**config.mk**
```make
export PLATFORM = sky130hd
export DESIGN_NAME = writeback_unit_flat
export DESIGN_NICKNAME = d
export VERILOG_FILES = /design/src/rtl/writeback_unit_if.sv /design/src/rtl/writeback_unit.sv /design/src/flat_wrapper.sv
export SDC_FILE = /design/constraint.sdc
export NUM_CORES = 1
export LEC_CHECK = 0
export BUFFER_PORTS_ARGS = -buffer_cell sky130_fd_sc_hd__buf_2
export CORE_MARGIN = 2
export CORE_UTILIZATION = 31
export CTS_CLUSTER_DIAMETER = 50
export DETAILED_ROUTE_END_ITERATION = 12
export PLACE_DENSITY = 0.5
export SETUP_SLACK_MARGIN = 0.1
export SYNTH_ARGS = -nofsm -noshare
export SYNTH_HDL_FRONTEND = slang
export SYNTH_SLANG_ARGS = --single-unit
export TNS_END_PERCENT = 1
```
**constraint.sdc**
```tcl
create_clock -name clock -period 8.2 [get_ports clock]
set_input_delay 1.23 -clock clock [delete_from_list [all_inputs] [get_ports clock]]
set_output_delay 1.23 -clock clock [all_outputs]
set_load 0.05 [all_outputs]
```
**src/rtl/writeback_unit_if.sv**
```systemverilog
// Write-back bundle: ALU/load producer handshakes, register-file write
// port (DA/D/w), FIFO occupancy, optional bypass (WB_BYPASS_EN).
interface writeback_unit_if #(
  parameter int DATA_WIDTH = 64,
  parameter int DEPTH      = 4
);
  localparam int CW = $clog2(DEPTH) + 1;

  logic                  alu_valid;
  logic                  alu_ready;
  logic [4:0]            alu_da;
  logic [DATA_WIDTH-1:0] alu_d;
  logic                  mem_valid;
  logic                  mem_ready;
  logic [4:0]            mem_da;
  logic [DATA_WIDTH-1:0] mem_d;
  logic [4:0]            DA;
  logic [DATA_WIDTH-1:0] D;
  logic                  w;
  logic [CW-1:0]         fifo_count;
`ifdef WB_BYPASS_EN
  logic [4:0]            AA;
  logic [4:0]            AB;
  logic                  fwd_a;
  logic                  fwd_b;

  modport master (
    output alu_valid, alu_da, alu_d,
    output mem_valid, mem_da, mem_d,
    output AA, AB,
    input  alu_ready, mem_ready,
    input  DA, D, w, fifo_count,
    input  fwd_a, fwd_b
  );

  modport slave (
    input  alu_valid, alu_da, alu_d,
    input  mem_valid, mem_da, mem_d,
    input  AA, AB,
    output alu_ready, mem_ready,
    output DA, D, w, fifo_count,
    output fwd_a, fwd_b
  );
`else
  modport master (
    output alu_valid, alu_da, alu_d,
    output mem_valid, mem_da, mem_d,
    input  alu_ready, mem_ready,
    input  DA, D, w, fifo_count
  );

  modport slave (
    input  alu_valid, alu_da, alu_d,
    input  mem_valid, mem_da, mem_d,
    output alu_ready, mem_ready,
    output DA, D, w, fifo_count
  );
`endif
endinterface

```
**src/rtl/writeback_unit.sv**
```systemverilog
// Write-back unit: loads issue with priority, ALU results via in-order
// FIFO; registered DA/D/w, X31 writes dropped. Macro: WB_BYPASS_EN.
module writeback_unit #(
  parameter int DATA_WIDTH = 64,
  parameter int DEPTH      = 4
) (
  input logic             clock,
  input logic             reset,
  writeback_unit_if.slave bus
);
  localparam int AW = $clog2(DEPTH);
  localparam int CW = AW + 1;

  typedef struct packed {
    logic [4:0]            da;
    logic [DATA_WIDTH-1:0] d;
  } wb_ent_t;

  wb_ent_t               fifo [DEPTH];
  logic [AW-1:0]         wr_ptr;
  logic [AW-1:0]         rd_ptr;
  logic [CW-1:0]         count;
  logic                  full;
  logic                  empty;
  logic                  push;
  logic                  pop;
  logic                  issue;
  wb_ent_t               sel;
  logic [4:0]            da_q;
  logic [DATA_WIDTH-1:0] d_q;
  logic                  w_q;

  assign full  = count == CW'(DEPTH);
  assign empty = count == '0;

  // Ready depends on current occupancy only: a full FIFO
  // refuses a push even while it pops.
  assign bus.alu_ready = !reset && !full;
  assign bus.mem_ready = !reset;

  assign push  = bus.alu_valid && bus.alu_ready;
  assign pop   = !bus.mem_valid && !empty;
  assign issue = bus.mem_valid || !empty;

  assign sel = bus.mem_valid
             ? {bus.mem_da, bus.mem_d}
             : fifo[rd_ptr];

  always_ff @(posedge clock) begin
    if (push) fifo[wr_ptr] <= {bus.alu_da, bus.alu_d};
  end

  always_ff @(posedge clock or posedge reset) begin
    if (reset) begin
      wr_ptr <= '0;
      rd_ptr <= '0;
      count  <= '0;
    end else begin
      if (push) wr_ptr <= wr_ptr + AW'(1);
      if (pop)  rd_ptr <= rd_ptr + AW'(1);
      count <= count + CW'(push) - CW'(pop);
    end
  end

  always_ff @(posedge clock or posedge reset) begin
    if (reset) begin
      da_q <= '0;
      d_q  <= '0;
      w_q  <= 1'b0;
    end else if (issue) begin
      da_q <= sel.da;
      d_q  <= sel.d;
      w_q  <= sel.da != 5'd31;
    end else begin
      w_q  <= 1'b0;
    end
  end

  assign bus.DA         = da_q;
  assign bus.D          = d_q;
  assign bus.w          = w_q;
  assign bus.fifo_count = count;

`ifdef WB_BYPASS_EN
  // The register file still shows the old value during the
  // write cycle, so the read stage must take D instead.
  assign bus.fwd_a = w_q && (da_q == bus.AA);
  assign bus.fwd_b = w_q && (da_q == bus.AB);
`endif
endmodule
```
**src/flat_wrapper.sv**
```systemverilog
// flat-port wrapper written by rule: the top's interface ports become plain ports
module writeback_unit_flat 
#(
  parameter int DATA_WIDTH = 64,
  parameter int DEPTH      = 4
)
  (clock, reset, bus_alu_valid, bus_alu_da, bus_alu_d, bus_mem_valid, bus_mem_da, bus_mem_d, bus_alu_ready, bus_mem_ready, bus_DA, bus_D, bus_w, bus_fifo_count);
  writeback_unit_if #(.DATA_WIDTH(DATA_WIDTH), .DEPTH(DEPTH)) bus_i ();
  input logic clock;
  input logic reset;
  input wire logic [$bits(bus_i.alu_valid)-1:0] bus_alu_valid;
  input wire logic [$bits(bus_i.alu_da)-1:0] bus_alu_da;
  input wire logic [$bits(bus_i.alu_d)-1:0] bus_alu_d;
  input wire logic [$bits(bus_i.mem_valid)-1:0] bus_mem_valid;
  input wire logic [$bits(bus_i.mem_da)-1:0] bus_mem_da;
  input wire logic [$bits(bus_i.mem_d)-1:0] bus_mem_d;
  output wire logic [$bits(bus_i.alu_ready)-1:0] bus_alu_ready;
  output wire logic [$bits(bus_i.mem_ready)-1:0] bus_mem_ready;
  output wire logic [$bits(bus_i.DA)-1:0] bus_DA;
  output wire logic [$bits(bus_i.D)-1:0] bus_D;
  output wire logic [$bits(bus_i.w)-1:0] bus_w;
  output wire logic [$bits(bus_i.fifo_count)-1:0] bus_fifo_count;
  assign bus_i.alu_valid = bus_alu_valid;
  assign bus_i.alu_da = bus_alu_da;
  assign bus_i.alu_d = bus_alu_d;
  assign bus_i.mem_valid = bus_mem_valid;
  assign bus_i.mem_da = bus_mem_da;
  assign bus_i.mem_d = bus_mem_d;
  assign bus_alu_ready = bus_i.alu_ready;
  assign bus_mem_ready = bus_i.mem_ready;
  assign bus_DA = bus_i.DA;
  assign bus_D = bus_i.D;
  assign bus_w = bus_i.w;
  assign bus_fifo_count = bus_i.fifo_count;
  writeback_unit #(.DATA_WIDTH(DATA_WIDTH), .DEPTH(DEPTH)) u_core (.clock(clock), .reset(reset), .bus(bus_i));
endmodule
```
# ---- After elaboration in Yosys (flattened, before gate mapping)
# Memory sizes are Yosys's and may differ from the RTL's.
# Index checks and enable logic that the tools add are counted.
# Widths: inputs -> output; s select.
dict set report word_totals {
  mem_bits_rw 276
  inputBits 142
  regBits 77
  elab_cells 26
  memories 1
  out_inout_bits 75
}
dict set report classes {
  muxes 4
  n_eq_ne 2
  add_sub_neg 4
  n_reduce_logical 9
}
# name depth word_bits read_ports rd_clocked_by_memory_dff write_ports line_no
set memory_table {}
lappend memory_table {u_core.fifo 4 69 1 0 1 writeback_unit.sv:19} ;# wb_ent_t fifo [DEPTH];
# operator n
set op_table {}
lappend op_table {{$mux 69} 1}
lappend op_table {{$ne 5x5->1 const B} 1}
lappend op_table {{$add 2x1->2 const B} 2}
lappend op_table {{$logic_not 1->1} 4}
lappend op_table {{$add 3x1->3} 1}
lappend op_table {{$eq 3x3->1 const B} 1}
lappend op_table {{$logic_and 1x1->1} 3}
lappend op_table {{$logic_not 3->1} 1}
lappend op_table {{$mux 1} 3}
lappend op_table {{$sub 3x1->3} 1}
lappend op_table {{$logic_or 1x1->1} 1}

# ---- Longest topological paths before layout
dict set report logic_depth {
  ltp_word 6
  mapped_depth 10
}

# ---- Worst setup path after synthesis
# No wires, ideal clock.
dict set report synth_timing {
  path_type {input port to flip-flop}
  from {input reset}
  to {memory u_core.fifo[0][0] (netlist bit) (enable)}
  slack_ps 3839
  setup_time_ps 435
  t_required_ps 7765
  stages 2
  t_arrival_ps 3926
  path_cell_list {a21oi_1 and3_1}
}
dict set report synth_between {
  elab_chain_len 5
}
# element line_no
set synth_rtl {}
lappend synth_rtl {{start, declared} flat_wrapper.sv:10} ;# input logic reset;
lappend synth_rtl {{$logic_not 1->1} writeback_unit.sv:38} ;# assign bus.alu_ready = !reset && !full;
lappend synth_rtl {{$logic_and 1x1->1} writeback_unit.sv:38}
lappend synth_rtl {{$logic_and 1x1->1} writeback_unit.sv:41} ;# assign push = bus.alu_valid && bus.alu_ready;
lappend synth_rtl {{$mux 1} writeback_unit.sv:50} ;# if (push) fifo[wr_ptr] <= {bus.alu_da, bus.alu_d};
lappend synth_rtl {{$mux 1 (not written as such)} writeback_unit.sv:50}
lappend synth_rtl {{end, declared} writeback_unit.sv:19}
# No other way between the ends.

# ---- Worst setup path in the final report
dict set report layout_timing {
  from {input bus_mem_valid}
  to {register u_core.count[2] (netlist: u_core.bus.fifo_count[2])}
}
dict set report layout_between {
  elab_chain_len 3
}
# element line_no
set layout_rtl {}
lappend layout_rtl {{start, declared} flat_wrapper.sv:14} ;# input wire logic [$bits(bus_i.mem_valid)-1:0] bus_mem_valid;
lappend layout_rtl {{$logic_not 1->1} writeback_unit.sv:42} ;# assign pop = !bus.mem_valid && !empty;
lappend layout_rtl {{$logic_and 1x1->1} writeback_unit.sv:42}
lappend layout_rtl {{net u_core.pop} writeback_unit.sv:26} ;# logic pop;
lappend layout_rtl {{$sub 3x1->3} writeback_unit.sv:61} ;# count <= count + CW'(push) - CW'(pop);
lappend layout_rtl {{end signal, assigned} writeback_unit.sv:61}
lappend layout_rtl {{end, declared} writeback_unit.sv:22} ;# logic [CW-1:0] count;
# The timed path passes the listed nets, and every way through them passes these cells.
# A chain may end at the register's enable or synchronous reset.

==> metrics.md <==
| Metric | Value |
|---|---|
| Status | completed |
| Setup Buffers After CTS | 0 |
| Yosys top cell by area | edfxtp_1 |
| Top delay family on crit path | buffers and inverters |
| Vias/cell | between 4 and 5 |
| Nets@finish | roughly 1,100 |
| Count leader, synth | edfxtp_1 |
| Worst hold margin | approximately 0.47 ns |
| Synth Cell Area | between 10,000 and 15,000 um^2 |
| Share of post-route cells with drive strength above 1 | around two fifths |
| Core area | roughly 43,000 um^2 |
| Boundary pin count | 217 |
| Reg area | between 10,000 and 15,000 um^2 |
| RSZ-0062 raised after global routing | false |
| Die Width | around 210 um |
| Post-route clock period utilization | approximately 43% |
| DP Wirelength | 17,900 um |
| Post-synth top cells | 276 x edfxtp_1, 77 x dfrtp_1, 70 x mux2i_1 |
| Number of flops mapped to enable cells by yosys | 276 |
| Arrival @ worst endpoint | 3.92 ns |
| Endpoint class of the critical path | flop |
| FFs w/ async S/R, synth | 21.8% |
| Final Hold Vio Count | 0 |
| Clock Pin Slew Worst Setup and Hold Paths | around 0.050 ns |
| Tmin final | ~3.5 ns |
| Synth Flop Type | edfxtp_1 |
| Yosys Warn Count | 0 |
| DRT antenna net count | 0 |
| Port Buffers | roughly 220 |
| Max cap viols | 0 |
| Register area share after synthesis | 74.8% |
| Setup TNS | 0 ns |
| Initial antenna violation count | 5 |
| WS Path Type | in -> reg |
| Worst EP required | 8.61 ns |
| Initial Util | around a third |
| Hold crit path type | reg -> reg |
| Die Height | 214 um |
| Buf/Inv on CP | 4 |
| Row cnt | between 70 and 80 |
| All-Layer GR Usage | between 10% and 20% |
| Total power per unit cell area | approximately 380 nW/um^2 |
| Count of final setup violators | 0 |
| Clock Sink Count | 353 |
| Area share of the largest cell type after synthesis | about three fifths |
| First-pass GRT wire length | roughly 46,000 um |
| Routed WL per cell | 19.1 um |
| CTS tree | yes |
| Root buffer cell | clkbuf_16 |
| Drt drc | 0 |
| Setup crit start kind | primary input |
| Synth area leaders | edfxtp_1 61%, dfrtp_1 14%, mux4_2 11% |
| Average size of a mapped cell | approximately 19 um^2 |
| Seq cells post-synth | 353 |
| Hold_buf cts | 0 |
| Slowest cell on the critical path | buf_4 |
| Die area | roughly 46,000 um^2 |
| Largest net degree at the start of global routing | 86 |
| Slew HR | 40.0% |
| CTS Buf Count | 45 |
| Syn Inst Count | 713 |
| Area of the multi-input gates | 3160 um^2 |
| 1st-pass router iterations | 4 |
| Vias | 7,043 |
| CP cell instances | buf_4, buf_4, nor2_1, ha_1, inv_1, ha_1, inv_1, fa_1, xnor2_1, xnor2_1 |
| Layout area overhead | 23.6% |
| Vias in the first global route | approximately 7,500 |
| Synth cell types | 33 |
| Maximum VDD drop | 192 uV |
| Clk_lat worst skew | 0.55 ns |
| PostCTS Resize Cnt | 0 |
| Worst Clk Skew | around 0.012 ns |
| Worst-path fanout max | between 40 and 50 |
| H-tree depth | 2 |
| Max-slew violations | 0 |
| Worst path max stage delay | 0.80 ns |
| Fmax | around 290 MHz |
| GP Congestion | around 0.67 |
| Total power | 6330 uW |
| Worst path depth | 10 |
| Drt total wl | 29,900 um |
| Fill count | around 4,000 |
| Grt total ovfl | 0 |
| Starting DRT DRC Count | roughly 350 |
| Leak | 0.00622 uW |
| Final Util | between 30% and 40% |
| Syn_nets | roughly 860 |
| Worst-margin pin slew | approximately 0.90 ns |
| Hold path depth | 2 |
| Worst Reg-to-Reg Cells | 5 |
| CTS max path bufs | 3 |
==> per-stage QoR <==
| stage | instance area (um^2) | cells | setup slack [ns] |
|---|---|---|---|
| 2_1_floorplan | 13700 | 713 | 3.84 |
| 3_3_place_gp | 15300 | 1484 | 4.10 |
| 3_5_place_dp | 15300 | 1484 | 4.07 |
| 4_1_cts | 16900 | 1566 | 4.66 |
| 5_1_grt | 16900 | 1567 | 4.50 |
| 6_report | 16900 | 1567 | 4.69 |
==> state kept, by name, indices dropped and copies added, names as in the netlist <==
signal                 cells
u_core.rd_ptr              2
u_core.fifo              276
u_core.bus.DA              5
u_core.bus.fifo_count      3
u_core.bus.w               1
u_core.bus.D              64
u_core.wr_ptr              2
==> power breakdown <==
part,internal [uW],switching [uW]
clock network,1300,747
logic,605,1170
registers,2280,237
total,4180,2150
==> worst min-delay path, delay by kind of cell (launching register included) <==
family / cells / cell delay (ns)
compound gates: 1 / 0.06
flops: 1 / 0.33
simple gates: 1 / 0.04
==> placed cells by master, fill, tap and decap left out, drive strengths merged <==
cell type and n:
diode 1, nor2 2, clkbuf 59, dfrtp 77, ha 6, nand2 66, nand3b 1, bufinv 7
nor4 1, a21oi 1, o21ai 65, mux4 65, mux2i 70, edfxtp 276, inv 17, a2111oi 3
xor2 1, o31ai 1, a41oi 1, a221oi 3, nor3 1, clkinv 10, nand2b 2, and2 1
mux2 5, xnor2 4, nor2b 4, fa 1, and3 4, nor3b 1, buf 226
==> per-layer routing <==
metal / routed length [um] / track usage [%]
met1: 13300 / 17.5
met2: 14100 / 21.3
met3: 1710 / 3.62
met4: 654 / 4.85
met5: 55 / 0
==> kinds of logic after synthesis <==
group	after synthesis	synth area share (%)
adders and majority gates	7	0.696
AOI/OAI and AO/OA	74	3.06
and+or+nand+nor	83	2.67
muxes	140	16.3
xor gates and xnor gates	5	0.321
buffers and inverters	51	2.20
DFF	353	74.8
==> cell type report <==
type                            instances  share of cell area (%)
Antenna cell                            1                  0.0148
Timing Repair Buffer                  226                    6.86
Tap cell                              585                    4.33
Clock inverter                         23                    1.85
Clock buffer                           59                    7.41
Inverter                               11                   0.259
Multi-Input combinational cell        309                    18.7
Sequential cell                       353                    60.5
==> final timing paths <==
| check | start | end | slack, ns |
|---|---|---|---|
| setup / recovery | bus_mem_valid | u_core.bus.fifo_count[2] | 4.69 |
| hold / removal | u_core.bus.D[50] | u_core.bus.D[50] | 0.47 |
| setup reg to reg | u_core.rd_ptr[0] | u_core.bus.w | 5.18 |
| hold reg to reg | u_core.bus.D[50] | u_core.bus.D[50] | 0.47 |
| max in group asynchronous | reset | u_core.rd_ptr[0] | 6.32 |
| min in group asynchronous | reset | u_core.bus.D[5] | 0.68 |
Note: power is estimated with default switching activity, not from simulation.
